**src/rtl/bf_pkg.sv**
```systemverilog
// ============================================================================
// Module      : bf_pkg
// Description : Shared constants, word layouts and FSM encoding for the
//               Bellman-Ford relax pipeline.
// Revision    : 1.0
// ============================================================================
`default_nettype none

package bf_pkg;

  localparam int LANES  = 4;
  localparam int ADDR_W = 6;
  localparam int NODE_W = 5;
  localparam int WGT_W  = 8;

  // Edge word, LSB first: {wj, wi, j, i, wij, up}
  localparam int EW_UP  = 0;
  localparam int EW_WIJ = 1;
  localparam int EW_I   = EW_WIJ + WGT_W;
  localparam int EW_J   = EW_I + NODE_W;
  localparam int EW_WI  = EW_J + NODE_W;
  localparam int EW_WJ  = EW_WI + WGT_W;
  localparam int EDGE_W = EW_WJ + WGT_W;

  // Forward word, LSB first: {dist, j, up}
  localparam int FW_UP   = 0;
  localparam int FW_J    = 1;
  localparam int FW_DIST = FW_J + NODE_W;
  localparam int FWD_W   = FW_DIST + WGT_W;

  typedef enum logic [2:0] {
    ST_IDLE  = 3'd0,
    ST_ISSUE = 3'd1,
    ST_DRAIN = 3'd2,
    ST_CHECK = 3'd3,
    ST_DONE  = 3'd4
  } state_t;

endpackage

`default_nettype wire

```
**src/rtl/bf_inflight_cnt.sv**
```systemverilog
// ============================================================================
// Module      : bf_inflight_cnt
// Description : Up/down count of issued-but-unretired groups with a sticky
//               underflow error flag.
// Revision    : 1.0
// ============================================================================
`default_nettype none

module bf_inflight_cnt #(
  parameter int CNT_W = 7
) (
  input  logic             clk,
  input  logic             rst,
  input  logic             i_inc,
  input  logic             i_dec,
  output logic [CNT_W-1:0] o_cnt,
  output logic             o_err
);

  logic [CNT_W-1:0] r_cnt;
  logic             r_err;

  always_ff @(posedge clk or posedge rst) begin
    if (rst) begin
      r_cnt <= '0;
      r_err <= 1'b0;
    end else begin
      if (i_inc && !i_dec)
        r_cnt <= r_cnt + CNT_W'(1);
      else if (!i_inc && i_dec && (r_cnt != '0))
        r_cnt <= r_cnt - CNT_W'(1);
      // A retirement with nothing outstanding cannot be legitimate
      if (i_dec && (r_cnt == '0))
        r_err <= 1'b1;
    end
  end

  assign o_cnt = r_cnt;
  assign o_err = r_err;

endmodule

`default_nettype wire

```
**src/rtl/bf_pass_scheduler.sv**
```systemverilog
// ============================================================================
// Module      : bf_pass_scheduler
// Description : Issues edge-group passes until convergence or the pass limit,
//               then one detection pass to flag a negative cycle.
// Revision    : 1.0
// ============================================================================
`default_nettype none

module bf_pass_scheduler
  import bf_pkg::*;
(
  input  logic              clk,
  input  logic              rst,
  input  logic              i_start,
  input  logic [ADDR_W:0]   i_num_grp,
  input  logic [NODE_W:0]   i_num_nodes,
  input  logic              i_stall,
  input  logic              i_wb_valid,
  input  logic [LANES-1:0]  i_wb_upd,
  output logic              o_rd_en,
  output logic [ADDR_W-1:0] o_rd_addr,
  output logic              o_pass_start,
  output logic [NODE_W:0]   o_pass_cnt,
  output logic              o_busy,
  output logic              o_done,
  output logic              o_converged,
  output logic              o_neg_cycle,
  output logic              o_err
);

  state_t            r_state, w_state_nxt;
  logic [ADDR_W:0]   r_ngrp;
  logic [NODE_W:0]   r_nnodes, r_pass_cnt;
  logic [ADDR_W-1:0] r_addr;
  logic              r_pass_start, r_pass_upd, r_done, r_conv, r_neg;
  logic              w_rd_en, w_last, w_accept, w_degen;
  logic              w_launch, w_finish, w_neg;
  logic [ADDR_W:0]   w_inflight;

  assign w_rd_en  = (r_state == ST_ISSUE) && !i_stall;
  assign w_last   = (({1'b0, r_addr} + (ADDR_W+1)'(1)) == r_ngrp);
  assign w_accept = i_start && ((r_state == ST_IDLE) || (r_state == ST_DONE));
  assign w_degen  = (i_num_grp == '0) || (i_num_nodes <= (NODE_W+1)'(1));

  bf_inflight_cnt #(.CNT_W(ADDR_W+1)) u_inflight (
    .clk   (clk),
    .rst   (rst),
    .i_inc (w_rd_en),
    .i_dec (i_wb_valid),
    .o_cnt (w_inflight),
    .o_err (o_err)
  );

  always_comb begin
    w_state_nxt = r_state;
    w_launch    = 1'b0;
    w_finish    = 1'b0;
    w_neg       = 1'b0;
    case (r_state)
      ST_IDLE, ST_DONE: begin
        if (w_accept) begin
          if (w_degen) begin
            w_state_nxt = ST_DONE;
            w_finish    = 1'b1;
          end else begin
            w_state_nxt = ST_ISSUE;
            w_launch    = 1'b1;
          end
        end
      end
      ST_ISSUE: if (w_rd_en && w_last) w_state_nxt = ST_DRAIN;
      ST_DRAIN: if (w_inflight == '0) w_state_nxt = ST_CHECK;
      ST_CHECK: begin
        // pass_cnt == num_nodes means the detection pass just finished
        if (!r_pass_upd) begin
          w_state_nxt = ST_DONE;
          w_finish    = 1'b1;
        end else if (r_pass_cnt < r_nnodes) begin
          w_state_nxt = ST_ISSUE;
          w_launch    = 1'b1;
        end else begin
          w_state_nxt = ST_DONE;
          w_finish    = 1'b1;
          w_neg       = 1'b1;
        end
      end
      default: w_state_nxt = ST_IDLE;
    endcase
  end

  always_ff @(posedge clk or posedge rst) begin
    if (rst) begin
      r_state      <= ST_IDLE;
      r_ngrp       <= '0;
      r_nnodes     <= '0;
      r_pass_cnt   <= '0;
      r_addr       <= '0;
      r_pass_start <= 1'b0;
      r_pass_upd   <= 1'b0;
      r_done       <= 1'b0;
      r_conv       <= 1'b0;
      r_neg        <= 1'b0;
    end else begin
      r_state      <= w_state_nxt;
      r_pass_start <= w_launch;
      if (w_accept) begin
        r_ngrp     <= i_num_grp;
        r_nnodes   <= i_num_nodes;
        r_pass_cnt <= '0;
        r_addr     <= '0;
        r_done     <= 1'b0;
        r_conv     <= 1'b0;
        r_neg      <= 1'b0;
      end
      if (w_launch)
        r_pass_cnt <= w_accept ? (NODE_W+1)'(1) : r_pass_cnt + (NODE_W+1)'(1);
      if (w_launch)
        r_pass_upd <= 1'b0;
      else if (i_wb_valid)
        r_pass_upd <= r_pass_upd | (|i_wb_upd);
      if (w_rd_en)
        r_addr <= w_last ? '0 : r_addr + ADDR_W'(1);
      if (w_finish) begin
        r_done <= 1'b1;
        r_conv <= !w_neg;
        r_neg  <= w_neg;
      end
    end
  end

  assign o_rd_en      = w_rd_en;
  assign o_rd_addr    = r_addr;
  assign o_pass_start = r_pass_start;
  assign o_pass_cnt   = r_pass_cnt;
  assign o_busy       = (r_state == ST_ISSUE) || (r_state == ST_DRAIN) || (r_state == ST_CHECK);
  assign o_done       = r_done;
  assign o_converged  = r_conv;
  assign o_neg_cycle  = r_neg;

endmodule

`default_nettype wire

```
**config.mk**
```make
export PLATFORM = sky130hd
export DESIGN_NAME = bf_pass_scheduler
export DESIGN_NICKNAME = d
export VERILOG_FILES = /design/src/rtl/bf_pkg.sv /design/src/rtl/bf_inflight_cnt.sv /design/src/rtl/bf_pass_scheduler.sv
export SDC_FILE = /design/constraint.sdc
export NUM_CORES = 1
export LEC_CHECK = 0
export CAP_MARGIN = 10
export CORE_MARGIN = 2
export CORE_UTILIZATION = 45
export DETAILED_ROUTE_END_ITERATION = 16
export PLACE_DENSITY_LB_ADDON = 0.1
export RECOVER_POWER = 50
export SETUP_SLACK_MARGIN = 0.4
export SLEW_MARGIN = 20
export SYNTH_ARGS = -nofsm -noshare
export SYNTH_HDL_FRONTEND = slang
export SYNTH_SLANG_ARGS = --single-unit
export TNS_END_PERCENT = 100
```
**constraint.sdc**
```tcl
create_clock -name clk -period 7.6 [get_ports clk]
set_clock_uncertainty 0.2 [all_clocks]
set_input_delay 1.9 -clock clk [delete_from_list [all_inputs] [get_ports clk]]
set_output_delay 1.9 -clock clk [all_outputs]
set_load 0.01 [all_outputs]
```
* Word-level counts from Yosys, hierarchy flattened
Cells that the tools add are included.
** Operators by class
- $add $sub $neg :: 5
- Magnitude comparators :: 2
- Equal/unequal tests :: 8
- Multiplexer cells :: 32
- Bitwise logic cells :: 1
- Reductions and logical operators :: 27
** Operators by type and width (number)
- $mux W6 :: 5
- $mux W3 :: 6
- $mux W1 :: 16
- $logic_not A7 Y1 :: 2
- $mux W7 :: 2
- $add A6 B1 Y6 const B :: 2
- $pmux W3 S4 :: 1
- $reduce_bool A2 Y1 :: 5
- $add A6 B1 Y7 const B :: 1
- $add A7 B1 Y7 const B :: 1
- $eq A7 B7 Y1 :: 1
- $logic_and A1 B1 Y1 :: 7
- $reduce_bool A7 Y1 :: 1
- $sub A7 B1 Y7 const B :: 1
- $eq A3 B2 Y1 const B :: 2
- $le A6 B1 Y1 const B :: 1
- $lt A6 B6 Y1 :: 1
- $logic_not A1 Y1 :: 4
- $logic_or A1 B1 Y1 :: 4
- $ne A2 B2 Y1 const B :: 2
- $pmux W1 S2 :: 2
- $reduce_or A4 Y1 :: 1
- $eq A3 B1 Y1 const B :: 1
- $eq A3 B3 Y1 const B :: 1
- other kinds (5) :: 5
** Word-level totals
- Register bits :: 41
- Input port bits :: 22

* Logic depth before layout (Yosys ltp)
Gate-level depths: netlist (run 1).
- Depth after elaboration :: 7
- Gate-level depth with buffers :: 13
- Gate-level depth less buffers :: 11

* Cells and area by module
From an unflattened synthesis (run 1), not the netlist that was laid out.
** Second synthesis, totals
- Cells, all modules :: 266
- Area, all modules :: 2463.6 um^2
** By module, submodules not included
- bf_pass_scheduler :: times used 1, cells an instance 214, area an instance 1885.6 um^2, sequential area each 825.8 um^2
- bf_inflight_cnt :: times used 1, cells an instance 52, area an instance 578.1 um^2, sequential area each 200.2 um^2

* Least setup slack after synthesis (run 1)
Ideal clock, no wire load.
- Kind :: input -> output
- Start point :: input port i_stall
- End point :: output port o_rd_en
- Arrival :: 2.365 ns
- Path slack :: 3.135 ns
- Stages on the path :: 3
- Buffers on the path :: 1
- Cells stage by stage :: or2_1 buf_6 inv_1
** On the way
- Word-level cells in the longest chain between the ends :: 2
** Ends and longest elaborated chain
- start: declaration :: line bf_pass_scheduler.sv:17 : input logic i_stall,
- $logic_not A1 Y1 :: line bf_pass_scheduler.sv:40 : assign w_rd_en = (r_state == ST_ISSUE) && !i_stall;
- $logic_and A1 B1 Y1 :: line bf_pass_scheduler.sv:40
- end: declaration :: line bf_pass_scheduler.sv:20 : output logic o_rd_en,
Every way passes these cells.

* Worst setup path in the final report (run 1)
Same ends and word-level chain as after synthesis.

==> results of run 1 <==
## logic make-up (layout without fill, tap and decap cells)
family	count (synthesis)	count (layout)	share of synthesized area, %
AOI/OAI and AO/OA	51	51	15.7
xor gates and xnor gates	19	19	7.17
adders and majority gates	13	13	7.33
buffers and inverters	17	59	3.40
DFF	41	41	44.2
muxes	4	4	1.99
and+or+nand+nor	96	96	20.2
## flip-flops by register name (all words and copies together) (netlist names)
signal / count
r_pass_upd: 1
r_state: 3
u_inflight.o_err: 1
o_pass_start: 1
r_ngrp: 7
o_neg_cycle: 1
r_nnodes: 6
o_pass_cnt: 6
o_done: 1
u_inflight.o_cnt: 7
o_rd_addr: 6
o_converged: 1
## synthesized netlist by cell type, types with 2 or more instances
cell type,count
a21o_1,7
a21oi_1,14
a22o_1,2
and2_1,2
and3_1,2
buf_6,2
clkbuf_1,4
dfrtp_1,41
ha_1,12
inv_1,11
mux2i_1,2
nand2_1,45
nand2b_1,5
nand3_1,5
nand3b_1,2
nand4_1,3
nor2_1,18
nor3_1,3
nor4_1,2
o21ai_0,11
o21bai_1,2
o22a_1,2
o22ai_1,3
or4_1,2
xnor2_1,11
xor2_1,8
## final cells by class
cell class	count	area (µm²)	area share (%)
inverter	11	41.3	1.44
clock inverter	2	35.0	1.22
multi-input combinational	183	1210	42.1
sequential	41	1030	35.7
tap	70	87.6	3.05
timing repair buffer	41	404	14.1
clock buffer	5	68.8	2.39
## stage by stage
stage               util (%)  worst slack, ps  hold slack, ps
CTS                     57.2             2140             279
finish                  57.0             2070             273
floorplan                  -             3140             247
global placement        55.1             2160             260
global route            57.0             2000             286
detailed placement      55.1             2140             259
## metal layers
layer	vias to the layer above	GRT usage, %
li1	911	-
met1	873	24.6
met2	37	27.8
met3	8	4.10
met4	0	5.85
met5	-	0
## worst reg2reg max path, stage by stage, from the launching register on
cell and delay (ps):
dfrtp_1 510, or3b_1 400, or2_0 370, nor2_4 230
inv_1 160, fa_1 430, a21o_1 170, a21oi_1 210
o21bai_1 90, a21oi_1 220, mux2i_1 240, xnor2_1 140
## how the worst max path moves through the flow
| stage | startpoint | endpoint | slack, ps | cells after the start |
|---|---|---|---|---|
| floorplan | i_stall | o_rd_en | 3140 | 3 |
| global placement | i_stall | o_rd_en | 2160 | 4 |
| detailed placement | i_stall | o_rd_en | 2140 | 4 |
| CTS | i_stall | o_rd_en | 2140 | 4 |
| global route | i_stall | o_rd_en | 2000 | 4 |
| finish | i_stall | o_rd_en | 2070 | 4 |
## power by group through the flow
stage	sequential (mW)	clock [mW]	combinational, mW
final	0.367	0.170	0.457
after floorplan	0.360	0	0.351
after global routing	0.378	0.184	0.517
after CTS	0.368	0.176	0.468
after detailed placement	0.370	0	0.465
after global placement	0.370	0	0.454
==> results.json, run 1 <==
{
  "status": "finished with violations",
  "violations": "max-capacitance violations, max-slew violations",
  "cts_resized": 0,
  "synth_top_area_share_pct": 44.2,
  "avgSynthCellArea_um2": 9.63,
  "syn_inst": 241,
  "via_per_inst": 5.18,
  "holdCritStartpoint": "u_inflight.o_err",
  "end_kind": "output pin",
  "die_y_um": 75.8,
  "numPlacedInstances": 346,
  "fillers": 474,
  "crit_arrival_ps": 3430,
  "netlist.top_cell.by_area": "dfrtp_1",
  "drt_first_pass_iters": 4,
  "final_common_cell": "nand2_1",
  "crit_slowest_cell": "clkdlybuf4s50_1",
  "first_global_vias": 1696,
  "sw_frac_of_total_pct": 37.9,
  "nets": 318,
  "most-common-layout-cells": "nand2_1, dfrtp_1, clkdlybuf4s50_1",
  "netlist_area_mm2": 0.00232,
  "setup_viol": 0,
  "grt_start_max_net_pins": 42,
  "layout-drive-gt1-share_pct": 6.01,
  "whs_path_depth": 1,
  "critical_path_class": "in -> out",
  "hold_viol": 0,
  "clk_pin_slew_ps": 70,
  "rows": 26,
  "clock_tree.root_cell": "clkbuf_8",
  "slowest_delay_ps": 510,
  "r2r-start": "r_state[0]",
  "tritoncts": "done",
  "slew_headroom_pct": -47.3,
  "tightest_slew_ps": 2210,
  "combPwrFrac_pct": 46.0,
  "rrSetupSlack_ps": 4160,
  "synthToLayoutAreaGrowth_pct": 23.8,
  "placed_area_mm2": 0.00278,
  "final_cell_area_mm2": 0.00287,
  "r2r_cells": 11,
  "clkLatencyLatePin_ps": 290,
  "max_freq_mhz": 181,
  "antenna_cells": 0,
  "yosysSeqAreaShare_pct": 44.2,
  "die-area_mm2": 0.00575,
  "top_layer": "met4",
  "cts_hold_buf": 0,
  "power_density_mw_per_mm2": 346,
  "met1_length_mm": 2.25,
  "drtIter0Drc": 57,
  "worstSetupStartpointType": "input pin",
  "cts_max_level": 2,
  "p_leak_nw": 1.32,
  "port_buffers": 40,
  "wl_per_cell_um": 13.2,
  "p_switching_uw": 376,
  "cts.sinks": 41,
  "synth_edf_count": 0,
  "cts_buffer_depth": 2,
  "drt_wl_total_mm": 4.65,
  "cp_cell_sequence": "clkdlybuf4s50_1 -> or2_0 -> inv_1 -> clkdlybuf4s50_1",
  "netlist_top_cells_area": "dfrtp_1, nand2_1, ha_1, xnor2_1, a21oi_1",
  "cpMostUsedCell": "clkdlybuf4s50_1",
  "core_area_mm2": 0.00504,
  "drc": 0,
  "die_w_um": 75.8,
  "syn_nets": 276,
  "seq_power_share_pct": 36.9,
  "synthArstFlopShare_pct": 100,
  "period_needed_ps": 5530,
  "final_cells": 353,
  "ir_drop_v": 0.000191,
  "final_max_slew_viol_count": 42,
  "min_path_type": "reg -> reg",
  "internal_power_uw": 617,
  "grt_pass1_wl_mm": 7.77,
  "clkPwrFrac_pct": 17.1,
  "grtUsageTotal_pct": 17.8,
  "io_pins": 41,
  "vias": 1829,
  "p_total_uw": 993,
  "cp_max_fo": 5,
  "ys_seq_elements": 41,
  "cts_setup_buffers": 0,
  "hpwl_mm": 3.47,
  "routed-wl-met2_mm": 2.14,
  "worst_path_dominant_cell_family": "buffers and inverters",
  "route.met3.wl_um": 189,
  "ant_nets": 0,
  "numCtsBuffers": 5,
  "path_buf_inv": 3,
  "timing.final.crit_share_pct": 72.8,
  "initial_core_util_pct": 46.0,
  "rsz0062_at_grt": "no",
  "reg2reg_to": "u_inflight.o_cnt[6]",
  "ys_warn_count": 0,
  "grt_overflow": 0,
  "maxCapViolCount": 1,
  "ys_types": 46,
  "crit_required_ps": 5500,
  "gp_congestion": 0.765,
  "hold_path_end": "u_inflight.o_err",
  "antenna_found_initial": 0,
  "finalSetupTns_ps": 0,
  "synth_ff_type": "dfrtp_1"
}
Note: power is estimated with default switching activity, not from simulation.
==> run 2: changes to the inputs <==
==> constraint.sdc (replaced) <==
create_clock -name clk -period 4.5 [get_ports clk]
set_clock_uncertainty 0.2 [all_clocks]
set_input_delay 1.125 -clock clk [delete_from_list [all_inputs] [get_ports clk]]
set_output_delay 1.125 -clock clk [all_outputs]
set_load 0.01 [all_outputs]
==> results.json, run 2 (synthesized netlist as in run 1, its figures left out) <==
{
  "port_buffers": 40,
  "met2_usage_pct": 26.4,
  "busiest_layer": "met1",
  "use_met1_pct": 27.1,
  "power_density_mw_per_mm2": 574,
  "cts_hold_buf": 0,
  "slowest_delay_ps": 500,
  "rrSetupSlack_ps": 1130,
  "drtIter0Drc": 89,
  "cp_max_fo": 5,
  "antenna_found_initial": 0,
  "placed_area_mm2": 0.00279,
  "clkLatencyLatePin_ps": 300,
  "final_cells": 355,
  "most-common-layout-cells": "nand2_1, dfrtp_1, clkdlybuf4s50_1",
  "end_kind": "output pin",
  "r2r_cells": 11,
  "numPlacedInstances": 347,
  "drt_wl_total_mm": 4.79,
  "crit_slowest_cell": "clkdlybuf4s50_1",
  "grt_pass1_wl_mm": 7.99,
  "cpMostUsedCell": "clkdlybuf4s50_1",
  "period_needed_ps": 3960,
  "grt_overflow": 0,
  "final_max_slew_viol_count": 0,
  "die-area_mm2": 0.00575,
  "ir_drop_v": 0.000296,
  "clk_pin_slew_ps": 80,
  "drt_first_pass_iters": 4,
  "crit_end": "o_rd_en",
  "die_y_um": 75.8,
  "grt_start_max_net_pins": 26,
  "maxCapViolCount": 0,
  "rows": 26,
  "cts_setup_buffers": 0,
  "timing.final.crit_share_pct": 88.1,
  "cts_resized": 0,
  "via_per_inst": 5.11,
  "crit_path_start": "i_stall",
  "gp_congestion": 0.778,
  "hold_viol": 0,
  "numCtsBuffers": 5,
  "ant_nets": 0,
  "grtUsageTotal_pct": 18.4,
  "multi_input_area_mm2": 0.00121,
  "layout-drive-gt1-share_pct": 6.32,
  "final_util_pct": 56.7,
  "cts_max_level": 2,
  "regArea_mm2": 0.00103,
  "worstSetupStartpointType": "input pin",
  "setup_viol": 0,
  "tightest_slew_ps": 1170,
  "tritoncts": "done",
  "max_freq_mhz": 252,
  "cts_buffer_depth": 2,
  "cp_cell_sequence": "clkdlybuf4s50_1 -> or2_0 -> inv_1 -> clkdlybuf4s50_1",
  "initial_core_util_pct": 46.0,
  "r2r-start": "r_state[0]",
  "final_common_cell": "nand2_1",
  "die_w_um": 75.8,
  "vias": 1813,
  "synthToLayoutAreaGrowth_pct": 23.3,
  "slew_headroom_pct": 22.2,
  "rsz0062_at_grt": "no",
  "p_total_mw": 1.64,
  "p_leak_nw": 1.30,
  "min_path_type": "reg -> reg",
  "cts.sinks": 41,
  "status": "completed",
  "first_global_vias": 1660,
  "finalSetupTns_ps": 0,
  "fillers": 468,
  "io_pins": 41,
  "antenna_cells": 0,
  "clock_tree.root_cell": "clkbuf_8",
  "critical_path_class": "in -> out",
  "crit_arrival_ps": 2640,
  "nets": 319,
  "reg2reg_to": "u_inflight.o_cnt[6]",
  "crit_required_ps": 3170,
  "wl_per_cell_um": 13.5,
  "hpwl_mm": 3.59,
  "core_area_mm2": 0.00504,
  "grt_use_met3_pct": 4.50,
  "final_cell_area_mm2": 0.00286,
  "drc": 0
}
-- run 2: through the flow --
stage / hold slack [ps] / setup WS, ps
after global placement: 260 / 557
after CTS: 284 / 595
after detailed placement: 258 / 513
after global routing: 298 / 459
final: 280 / 538
after floorplan: 247 / 1110
-- run 2: worst min-delay path by stage --
stage | to | depth (start not counted) | startpoint
after floorplan | r_nnodes[0] | 2 | r_nnodes[0]
after global placement | u_inflight.o_err | 1 | u_inflight.o_err
after detailed placement | u_inflight.o_err | 1 | u_inflight.o_err
after CTS | u_inflight.o_err | 1 | u_inflight.o_err
after global routing | u_inflight.o_err | 1 | u_inflight.o_err
final | u_inflight.o_err | 1 | u_inflight.o_err
-- run 2: final cells by class --
cell class,count,share of cell area [%]
clock buffer,5,2.40
tap,70,3.06
sequential,41,35.9
multi-input combinational,183,42.2
clock inverter,3,0.743
timing repair buffer,42,14.3
inverter,11,1.44
-- run 2: report_power, final --
part	switching (mW)	leakage [nW]	internal (mW)
clock	0.138	0.0445	0.110
combinational	0.386	0.731	0.382
sequential	0.124	0.522	0.503
total	0.648	1.30	0.994
-- run 2: layer usage --
layer	up-vias	wire [µm]
met3	7	172
li1	914	-
met1	863	2420
met5	-	0
met2	29	2140
met4	0	63
-- run 2: critical path: cells and delay by family --
kind / cells / cell delay [ps]
buffers and inverters: 3 / 1120
and+or+nand+nor: 1 / 390
